--- config.mk ---
export PLATFORM = sky130hd
export DESIGN_NAME = log2_share_sched
export DESIGN_NICKNAME = d
export VERILOG_FILES = /design/src/rtl/log2_share_sched.sv
export SDC_FILE = /design/constraint.sdc
export NUM_CORES = 1
export LEC_CHECK = 0
export CAP_MARGIN = 20
export CORE_ASPECT_RATIO = 0.75
export CORE_UTILIZATION = 42
export CTS_BUF_LIST = sky130_fd_sc_hd__clkbuf_2 sky130_fd_sc_hd__clkbuf_4 sky130_fd_sc_hd__clkbuf_8
export DETAILED_ROUTE_END_ITERATION = 10
export PLACE_DENSITY = 0.91
export SYNTH_ARGS = -nofsm -noshare
export SYNTH_HDL_FRONTEND = slang
export SYNTH_SLANG_ARGS = --single-unit
--- constraint.sdc ---
create_clock -name Clk -period 4.6 [get_ports Clk]
set_input_delay 1.15 -clock Clk [delete_from_list [all_inputs] [get_ports Clk]]
set_output_delay 1.15 -clock Clk [all_outputs]
set_load 0.02 [all_outputs]
--- src/rtl/log2_share_sched.sv ---
// Round-robin scheduler sharing one fixed-latency floor-log2 unit among NREQ requesters.
// Results come back one-hot to the issuer; an enable/drain FSM lets it stop cleanly.
module log2_share_sched #(
    parameter int NREQ    = 4,
    parameter int IDW     = 2,
    parameter int BIT_IN  = 12,
    parameter int BIT_OUT = 4,
    parameter int LAT     = 2,
    parameter int CNTW    = 16
) (
    input  logic                   Clk,
    input  logic                   Rst,
    input  logic                   Enable,
    input  logic [NREQ-1:0]        ReqValid,
    input  logic [NREQ*BIT_IN-1:0] ReqData,
    output logic [NREQ-1:0]        ReqReady,
    output logic [BIT_IN-1:0]      LogIn,
    input  logic [BIT_OUT-1:0]     LogOut,
    output logic [NREQ-1:0]        RspValid,
    output logic [BIT_OUT-1:0]     RspData,
    output logic                   RspZero,
    output logic [IDW-1:0]         RspId,
    output logic                   Idle,
    output logic [CNTW-1:0]        IssueCnt
);

    typedef enum logic [1:0] {IDLE, RUN, DRAIN} StateT;

    localparam logic [LAT-1:0] TAIL_BIT = LAT'(1) << (LAT - 1);

    StateT          state;
    logic [IDW-1:0] ptr;
    logic [IDW-1:0] scanIdx;
    logic [IDW-1:0] grantIdx;
    logic           grantHit;
    logic [LAT-1:0] pipeVld;
    logic [LAT-1:0] pipeZero;
    logic [IDW-1:0] pipeId [LAT];
    logic           drainDone;

    // Scan from the pointer upward with wrap; the first valid requester wins.
    always_comb begin
        grantHit = 1'b0;
        grantIdx = '0;
        scanIdx  = '0;
        if (state == RUN && Enable) begin
            for (int k = 0; k < NREQ; k++) begin
                scanIdx = IDW'((int'(ptr) + k) % NREQ);
                if (!grantHit && ReqValid[scanIdx]) begin
                    grantHit = 1'b1;
                    grantIdx = scanIdx;
                end
            end
        end
    end

    assign ReqReady = grantHit ? (NREQ'(1) << grantIdx) : '0;
    assign LogIn    = grantHit ? ReqData[grantIdx*BIT_IN +: BIT_IN] : '0;
    assign Idle     = (state == IDLE);

    // The tail leaves the pipe on this edge, so ignoring it lets the last
    // response and the return to IDLE share one edge.
    assign drainDone = ((pipeVld & ~TAIL_BIT) == '0);

    always_ff @(posedge Clk) begin
        if (Rst) begin
            state    <= IDLE;
            ptr      <= '0;
            IssueCnt <= '0;
            pipeVld  <= '0;
            pipeZero <= '0;
            for (int s = 0; s < LAT; s++) begin
                pipeId[s] <= '0;
            end
            RspValid <= '0;
            RspData  <= '0;
            RspZero  <= 1'b0;
            RspId    <= '0;
        end else begin
            case (state)
                IDLE:    if (Enable) state <= RUN;
                RUN:     if (!Enable) state <= DRAIN;
                DRAIN:   if (drainDone) state <= IDLE;
                default: state <= IDLE;
            endcase

            if (grantHit) begin
                ptr      <= (grantIdx == IDW'(NREQ - 1)) ? '0 : grantIdx + 1'b1;
                IssueCnt <= IssueCnt + 1'b1;
            end

            pipeVld[0]  <= grantHit;
            pipeZero[0] <= grantHit && (LogIn == '0);
            pipeId[0]   <= grantIdx;
            for (int s = 1; s < LAT; s++) begin
                pipeVld[s]  <= pipeVld[s-1];
                pipeZero[s] <= pipeZero[s-1];
                pipeId[s]   <= pipeId[s-1];
            end

            // The tail tag lines up with the unit's output in this cycle.
            if (pipeVld[LAT-1]) begin
                RspValid <= NREQ'(1) << pipeId[LAT-1];
                RspId    <= pipeId[LAT-1];
                RspZero  <= pipeZero[LAT-1];
                RspData  <= pipeZero[LAT-1] ? '0 : LogOut;
            end else begin
                RspValid <= '0;
            end
        end
    end

endmodule

Word-level counts from Yosys, hierarchy flattened
Memory sizes are Yosys's and may differ from the RTL's.
Cells that the tools add are included.
- add/subtract/negate cells: 5
- multiply operators: 1
- magnitude comparators: 4
- equality and inequality tests: 6
- shift operators: 3
- multiplexer cells: 34
- bitwise logic cells: 3
- reduce and logical (&&, ||, !) cells: 13
- operator list (kind ; count):
    variable part select 48 x 7 -> 12 bit ; 1
    2-to-1 mux 2 bit ; 11
    adder 16 x 1 -> 16 bit, second input constant ; 1
    2-to-1 mux 1 bit ; 15
    logical NOT 12 bit ; 1
    less-than comparator 2 x 3 -> 1 bit, second input constant ; 4
    2-to-1 mux 12 bit ; 1
    binary-select mux 1 bit (select 2 bit) ; 4
    2-to-1 mux 4 bit ; 2
    left shift 1 x 2 -> 4 bit, first input constant ; 2
    inequality test 2 bit, second input constant ; 3
    case mux 2 bit (3 select lines) ; 1
    logical AND 1 bit ; 5
    adder 2 x 1 -> 2 bit, second input constant ; 2
    adder 2 bit, second input constant ; 2
    equality test 2 bit, second input constant ; 2
    logical NOT 2 bit ; 2
    multiplier 2 x 2 -> 4 bit, second input constant ; 1
    logical NOT 1 bit ; 3
    AND reduction 3 bit ; 1
    equality test 2 x 1 -> 1 bit, second input constant ; 1
    bitwise OR 1 bit ; 2
    OR reduction 2 bit ; 1
    NOT 1 bit ; 1
- bits in registers: 35
- memory bits (writable): 4
- input port bits: 59
- output and inout bits: 44
- word-level logic and storage cells: 79
- memories kept: 1
- memory list (memory ; depth ; bits a word ; read ports ; clocked after memory_dff ; write ports ; RTL line ; source):
    pipeId ; 2 ; 2 ; 2 ; 0 ; 2 ; 38 ; logic [IDW-1:0] pipeId [LAT];

Longest topological paths before layout
- depth after elaboration: 21
- mapped depth: 9
- mapped depth without buffers: 8

Least setup slack after synthesis
No wires, ideal clock.
- path type: input to output
- start point: input ReqValid[0]
- end point: output LogIn[10]
- data arrival time: 3.093 ns
- data required time: 3.450 ns
- slack: 0.357 ns
- stages: 8
- path through: nor4bb_4 -> a21oi_2 -> a211oi_4 -> buf_2 -> buf_6 -> mux2_1 -> nor2_1 -> nor3_1
- longest elaborated chain between the ends: 19
- RTL lines (element ; RTL line ; source):
    start, declared ; 14 ; input logic [NREQ-1:0] ReqValid,
    binary-select mux 1 bit (select 2 bit) ; 49 ; if (!grantHit && ReqValid[scanIdx]) begin
    2-to-1 mux 1 bit (not written as such) ; 49 ;
    2-to-1 mux 1 bit ; 49 ;
    2-to-1 mux 1 bit ; 46 ; if (state == RUN && Enable) begin
    logical NOT 1 bit ; 49 ;
    logical AND 1 bit ; 49 ;
    2-to-1 mux 1 bit ; 49 ;
    2-to-1 mux 1 bit ; 46 ;
    (+4 left out) ; n/a ;
    logical NOT 1 bit ; 49 ;
    logical AND 1 bit ; 49 ;
    2-to-1 mux 2 bit (*) ; 49 ;
    2-to-1 mux 2 bit (*) ; 46 ;
    named net grantIdx[1] ; 34 ; logic [IDW-1:0] grantIdx;
    multiplier 2 x 2 -> 4 bit (*) ; 58 ; assign LogIn = grantHit ? ReqData[grantIdx*BIT_IN +: BIT_IN] : '0;
    variable part select 48 x 7 -> 12 bit (*) ; 58 ;
    2-to-1 mux 12 bit (*) ; 58 ;
    end, declared ; 17 ; output logic [BIT_IN-1:0] LogIn,
Mark *: on every way through the listed nets, which the timed path passes. The rest lies on a longest branch. The select of a mux whose other input is x is not followed.

Final worst setup path
- start point: input ReqValid[0]
- end point: output LogIn[11]
- longest elaborated chain between the ends: 19
- RTL lines (element ; RTL line):
    binary-select mux 1 bit (select 2 bit) ; 49
    2-to-1 mux 1 bit (not written as such) ; 49
    2-to-1 mux 1 bit ; 49
    2-to-1 mux 1 bit ; 46
    logical NOT 1 bit ; 49
    logical AND 1 bit ; 49
    2-to-1 mux 1 bit ; 49
    2-to-1 mux 1 bit ; 46
    (+3 left out) ; n/a
    2-to-1 mux 1 bit ; 46
    logical NOT 1 bit ; 49
    logical AND 1 bit ; 49
    2-to-1 mux 2 bit ; 49
    2-to-1 mux 2 bit ; 46
    multiplier 2 x 2 -> 4 bit ; 58
    variable part select 48 x 7 -> 12 bit ; 58
    2-to-1 mux 12 bit (*) ; 58
Every way passes the cells marked *; elsewhere a longest branch is shown, timed or not. The select of a mux whose other input is x is not followed.

==> qor.yml <==
initial_core_util_pct: 45.6
seq_area_um2: 781
intPower_w: 0.000543
r2r_setup_slack_ns: 1.62
area_growth_pct: 64.5
htree_levels: 2
cp.arrival_ns: 3.37
slowest_delay_ns: 0.42
dpl_cell_area_um2: 3360
p_switching_w: 0.000174
synthCells: 247
max_freq_mhz: 221
antenna_found_initial: 0
drv_slew: 0
wl_per_cell_um: 13.9
end_kind: "output pin"
cpLargestDelayFamily: "buffers and inverters"
pwr-share-seq_pct: 48.0
die_area_um2: 5310
syn_nets: 311
cts_made_buffers: 5
clk_path_buf_depth: 2
multi_input_area_um2: 1290
grt_pass1_wl_um: 9960
p_sw_share_pct: 24.3
drc: 0
postLayoutCoreUtil_pct: 75.0
cts_sinks: 39
cpMostUsedCell: "buf_12"
num_vias: 2225
rows: 21
fin_area_um2: 3470
p_comb_share_pct: 19.9
criticalPathCategory: "in2out"
drt_wl_total_um: 5990
ys_seq_area_share_pct: 37.1
hold_violations: 0
grt.total_usage_pct: 23.3
synth-edff-count: 0
ir_drop_v: 0.000208
worstSkewPairLatency_ns: 0.28
rr_worst_depth: 10
cts_tree: "yes"
place.gp.congestion: 0.824
leakage_nw: 1.31
vias_per_cell: 5.16
drv_cap: 0
fill_cells: 348
fp.dieH_um: 63.3
start_kind: "input pin"
io_buffers: 102
syn_area_um2: 2110
finalSetupTns_ns: 0
cp_max_fo: 9
stdcell_count: 431
grt_pass1_vias: 2190
synth_warnings: 0
postSynthAreaPerCell_um2: 8.53
dpl.hpwl_um: 4720
clkTransAtPathRegs_ns: 0.07
place_ws_ns: -0.429
min_from: "pipeId[0][0]$_SDFF_PP0_"
rsz0062_at_grt: "yes"
holdPathStages: 1
cts-root-buf: "clkbuf_8"
fin_crit_sh_pct: 98.3
drive_gt1_share_pct: 16.3
nets: 437
worstMarginPinSlew_ns: 0.493
hold_buffers: 0
synth_area_leaders: "dfxtp_1, mux2i_1, nor2_1, xor2_1, a21oi_1"
hp-class: "reg2reg"
final_cell_mix: "clkdlybuf4s50_1, dfxtp_1, nor2_1"
cp_cell_sequence: "clkdlybuf4s50_1, buf_4, nor2b_1, o211ai_1, a211oi_4, buf_12, buf_12, mux2i_4, nand2_1, and3_1, clkdlybuf4s15_2"
overflow: 0
grt_max_degree: 38
final_common_cell: "clkdlybuf4s50_1"
placed_cells: 420
num_antenna_cells: 0
power_frac_clock_pct: 32.1
powerDensity_nw_per_um2: 207
yosysUniqueCellTypes: 41
drt_first_pass_iters: 5
ant_nets: 0
r2r_start: "ptr[0]$_SDFFE_PP0P_"
drtIter0Drc: 65
setup_ws_ns: 0.0800
maxSlewHeadroom_pct: 66.8
slowest_stage: "clkdlybuf4s50_1"
async_flop_share_pct: 0
ys.flop_type: "dfxtp_1"
design.core.area_um2: 4620
synth.ff_latch_count: 39
boundaryPins: 103
clock_skew_ns: 0.00800
critPathBufInv: 5
run_status: "completed"
finalSetupViolCount: 0
yosysTopAreaCell: "dfxtp_1"
die_w_um: 83.8
r2r_end: "pipeZero[0]$_SDFF_PP0_"
min_to: "pipeId[0][2]$_SDFF_PP0_"
finalCriticalPeriod_ns: 4.52
required_ns: 3.45
yosysTopAreaCellShare_pct: 37.1
worst max path at each step:
stage,start,endpoint,slack (ns),cells after the start
floorplan,ReqValid[0],LogIn[10],0.36,8
global placement,ReqValid[1],LogIn[7],-0.41,7
detailed placement,ReqValid[1],LogIn[7],-0.43,7
CTS,ReqValid[0],LogIn[0],-0.003,10
global route,ReqValid[0],LogIn[11],-0.06,11
finish,ReqValid[0],LogIn[11],0.08,11
routing by layer:
metal	track usage, %	vias up	wire, µm
met2	41.1	91	2910
met1	27.6	1015	2590
li1	-	1111	-
met5	0	-	0
met3	6.55	8	428
met4	6.57	0	60
flip-flops by register name, indices dropped and copies added, names as in the netlist:
register	count
IssueCnt	16
RspData	4
RspValid	4
pipeId	4
RspId	2
pipeVld	2
pipeZero	2
ptr	2
state	2
RspZero	1
area by class of cell:
type	count	share of cell area (%)
clock buffer	7	2.42
clock inverter	1	0.144
inverter	7	0.830
multi-input combinational	190	37.3
sequential	39	22.5
tap	57	2.06
timing repair buffer	130	34.8
cells by family after synthesis:
group	Yosys count	synth area share, %
DFF	39	37.1
adders and majority gates	5	2.97
buffers and inverters	18	3.74
muxes	25	12.2
and+or+nand+nor	113	27.3
xor gates and xnor gates	13	5.40
AOI/OAI and AO/OA	34	11.3
synth_stat cells (all sizes together), types with 2 or more instances:
| master | number |
|---|---|
| nand2b | 5 |
| o21ai | 2 |
| or3 | 3 |
| mux2i | 20 |
| buf | 4 |
| a211oi | 7 |
| nor2 | 39 |
| mux2 | 5 |
| nand3 | 12 |
| nor4bb | 2 |
| nand4 | 6 |
| ha | 5 |
| a2111oi | 3 |
| nor4 | 2 |
| nor3 | 8 |
| a21oi | 14 |
| clkbuf | 7 |
| xor2 | 9 |
| dfxtp | 39 |
| o211ai | 5 |
| nand2 | 15 |
| and2 | 5 |
| inv | 7 |
| nor2b | 10 |
| xnor2 | 4 |
power groups by stage:
stage                     registers [W]  clock network, W  logic [W]
after floorplan                0.000352                 0  0.0000518
after global placement         0.000352                 0   0.000137
after detailed placement       0.000352                 0   0.000140
after CTS                      0.000344          0.000234   0.000141
after global routing           0.000344          0.000252   0.000153
final                          0.000344          0.000230   0.000143
through the flow:
| stage | total power (W) | hold slack (ns) |
|---|---|---|
| after floorplan | 0.000404 | 0.414 |
| after global placement | 0.000489 | 0.419 |
| after detailed placement | 0.000492 | 0.429 |
| after CTS | 0.000719 | 0.443 |
| after global routing | 0.000749 | 0.462 |
| final | 0.000717 | 0.449 |
repair_timing:
action                     CTS  global route
buffers inserted             3             0
gates cloned                 0             0
setup endpoints to repair   16            14
pin swaps                    2             2
gates resized for setup     37            18
Power figures use the tool's default switching activity.
==> edit 1: new RTL, same flow settings <==
`BIT_OUT`: 4 -> 3.
--- a/src/rtl/log2_share_sched.sv
+++ b/src/rtl/log2_share_sched.sv
@@ -4,7 +4,7 @@
     parameter int NREQ    = 4,
     parameter int IDW     = 2,
     parameter int BIT_IN  = 12,
-    parameter int BIT_OUT = 4,
+    parameter int BIT_OUT = 3,
     parameter int LAT     = 2,
     parameter int CNTW    = 16
 ) (
Ports: changed (resized LogOut and RspData); port bits go from 103 to 101. No check against the original RTL was run, so the function may have changed too.
==> edit 1 against the unedited design <==
- worst setup slack better by 0.0099 ns
- total power up 6.2%
- utilization up 1.2 points
- maximum frequency up 0.22%
- critical path depth down 1
- synthesized cell count unchanged
- sequential cell count down 1
- synthesized area down 1.1%
- sequential power down 3%
- global-route usage up 0.25 points
- design area up 1.1%
- routed wire length down 0.77%
- highest routed layer unchanged
==> edit 1: results <==
set metrics [dict create \
    grt_pass1_vias 2194 \
    pwr-share-seq_pct 44.1 \
    firstDrtPassIters 4 \
    drive_gt1_share_pct 14.4 \
    finalWirelength_um 5950 \
    crit_fanout 10 \
    synthMuxAreaShare_pct 12.3 \
    holdWs_ns 0.454 \
    combPwrFrac_pct 19.0 \
    gp_congestion 0.858 \
    io_buffers 100 \
    status "complete, no violations" \
    yosysSeqAreaShare_pct 36.5 \
    slowest_delay_ns 0.37 \
    power.total_mw 0.761 \
    ir_worst_vdd_uv 180 \
    synth_fp_nets 310 \
    p_switching_mw 0.170 \
    reg2reg_from "ptr[1]$_SDFFE_PP0P_" \
    drt-initial-drc-count 191 \
    grt.met2_usage_pct 40.6 \
    finClkSkew_ns 0.00266 \
    vias_per_cell 5.29 \
    nets 432 \
    wl_met2_um 2870 \
]
-- edit 1: final cells by class --
type                       instances  area, sq um  share of cell area, %
clock inverter                     1         30.0                  0.857
timing repair buffer             128         1230                   35.2
multi-input combinational        188         1290                   36.9
sequential                        38          761                   21.7
inverter                           8         32.5                  0.928
clock buffer                       6         82.6                   2.36
tap                               57         71.3                   2.03
-- edit 1: cells by family (layout without fill, tap and decap cells) --
family                     after synthesis  after routing
and+or+nand+nor                        113            113
AOI/OAI and AO/OA                       33             33
adders and majority gates                5              5
xor gates and xnor gates                12             12
buffers and inverters                   21            143
muxes                                   25             25
DFF                                     38             38
-- edit 1: timing repair --
item	in CTS	in global routing
setup endpoints to repair	16	11
setup buffers	0	2
pin swaps	1	0
resized for setup	24	12
-- edit 1: worst max-delay path: cells and delay by family --
kind                   cells  cell delay, ns
buffers and inverters      4            0.97
AOI/OAI and AO/OA          2            0.43
and+or+nand+nor            3            0.42
muxes                      1            0.37
==> edit 2: new RTL, same settings <==
Made on the original files. Encoding of `StateT`: now one-hot (3 bits for 3 states).
--- a/src/rtl/log2_share_sched.sv
+++ b/src/rtl/log2_share_sched.sv
@@ -24,7 +24,7 @@
     output logic [CNTW-1:0]        IssueCnt
 );
 
-    typedef enum logic [1:0] {IDLE, RUN, DRAIN} StateT;
+    typedef enum logic [2:0] {IDLE = 3'b001, RUN = 3'b010, DRAIN = 3'b100} StateT;
 
     localparam logic [LAT-1:0] TAIL_BIT = LAT'(1) << (LAT - 1);
 
Function: no difference found for any inputs over 4 cycles, from zero or initial values and one cycle with Rst high; so few cycles prove little.
==> edit 2 against the unedited design <==
- maximum frequency is 1.0% higher
- sequential cell count grew 1
- total power decreased by 5.7%
- worst setup slack gained 0.046 ns
- synthesized area up 3.0%
- routed wire length shrank 0.98%
- critical path type unchanged
- design area decreased by 1.3%
- critical path depth decreased by 2
- first-iteration DRC count rose by 120%
- die area increased by 2.9%
- global-route usage shrank 0.76 points
==> edit 2: results <==
set metrics [dict create \
    holdWs_ns 0.430 \
    r2r_setup_slack_ns 1.69 \
    dpl_cell_area_sq_um 3400 \
    cap_violations 0 \
    largest_register_ffs 16 \
    regArea_sq_um 801 \
    p_clk_share_pct 32.4 \
    hold_end "pipeId[0][2]$_SDFF_PP0_" \
    grt_pass1_vias 2316 \
    critPathCapture "LogIn[1]" \
    drt-initial-drc-count 146 \
    critPathArrivalTime_ns 3.32 \
    p_leak_nw 1.29 \
    worstHoldPathType "reg -> reg" \
    finalWirelength_um 5930 \
    place_hpwl_um 4680 \
    synthTopCellsByCount "40 x dfxtp_1, 40 x nor2_1, 19 x mux2i_1" \
    status "complete, no violations" \
    postCtsSetupBuffers 0 \
    wl_per_cell_um 13.7 \
    synthArstFlopShare_pct 0 \
    synth.area.top_cells "dfxtp_1 37%, mux2i_1 8.8%, nor2_1 6.9%" \
    grt_pass1_wl_um 9760 \
    crit_path_start "ReqValid[2]" \
    grt_max_degree 39 \
    cts_resized 31 \
    fill_cells 372 \
    syn_inst 254 \
    max_flop_register "IssueCnt" \
    dp_slack_ns -0.408 \
    nets 438 \
    ir_worst_vdd_uv 140 \
    p_seq_mw 0.351 \
    yosysSeqAreaShare_pct 36.9 \
    gp_congestion 0.803 \
    firstDrtPassIters 4 \
    setup_ws_ns 0.126 \
    slowest_delay_ns 0.46 \
    drive_gt1_share_pct 14.7 \
    grtUsageTotal_pct 22.5 \
    p_sw_share_pct 23.4 \
    vias 2237 \
    power.total_mw 0.675 \
    synth.distinct_cells 40 \
    dpl.cell_count 427 \
    synth_fp_nets 318 \
    crit_fanout 16 \
    maxSlewHeadroom_pct 66.9 \
    finClkSkew_ns 0.00597 \
]
==> edit 2: layout make-up <==
cell class,count,share of cell area [%]
Clock inverter,2,0.366
Tap cell,60,2.19
Inverter,6,0.732
Multi-Input combinational cell,196,38.1
Clock buffer,5,2.01
Sequential cell,40,23.4
Timing Repair Buffer,125,33.2
==> edit 2: logic make-up (layout without fill, tap and decap cells) <==
group / count (synthesis) / count (layout) / share of synthesized area (%)
flip-flops: 40 / 40 / 36.9
adder cells (fa/ha/maj): 5 / 5 / 2.88
multiplexers: 25 / 25 / 11.9
buffers and inverters: 18 / 138 / 3.63
AO/OA/AOI/OAI: 36 / 36 / 11.5
XOR/XNOR: 14 / 14 / 5.65
AND/OR/NAND/NOR: 116 / 116 / 27.6
==> edit 2: per-layer routing <==
layer,share of wire [%],GRT usage [%],up-vias,wire length (um)
li1,-,-,1128,-
met1,44,25.5,1002,2580
met2,48,38.7,91,2840
met3,6.5,7.36,16,384
met4,2.2,9.96,0,128
met5,0,0,-,0
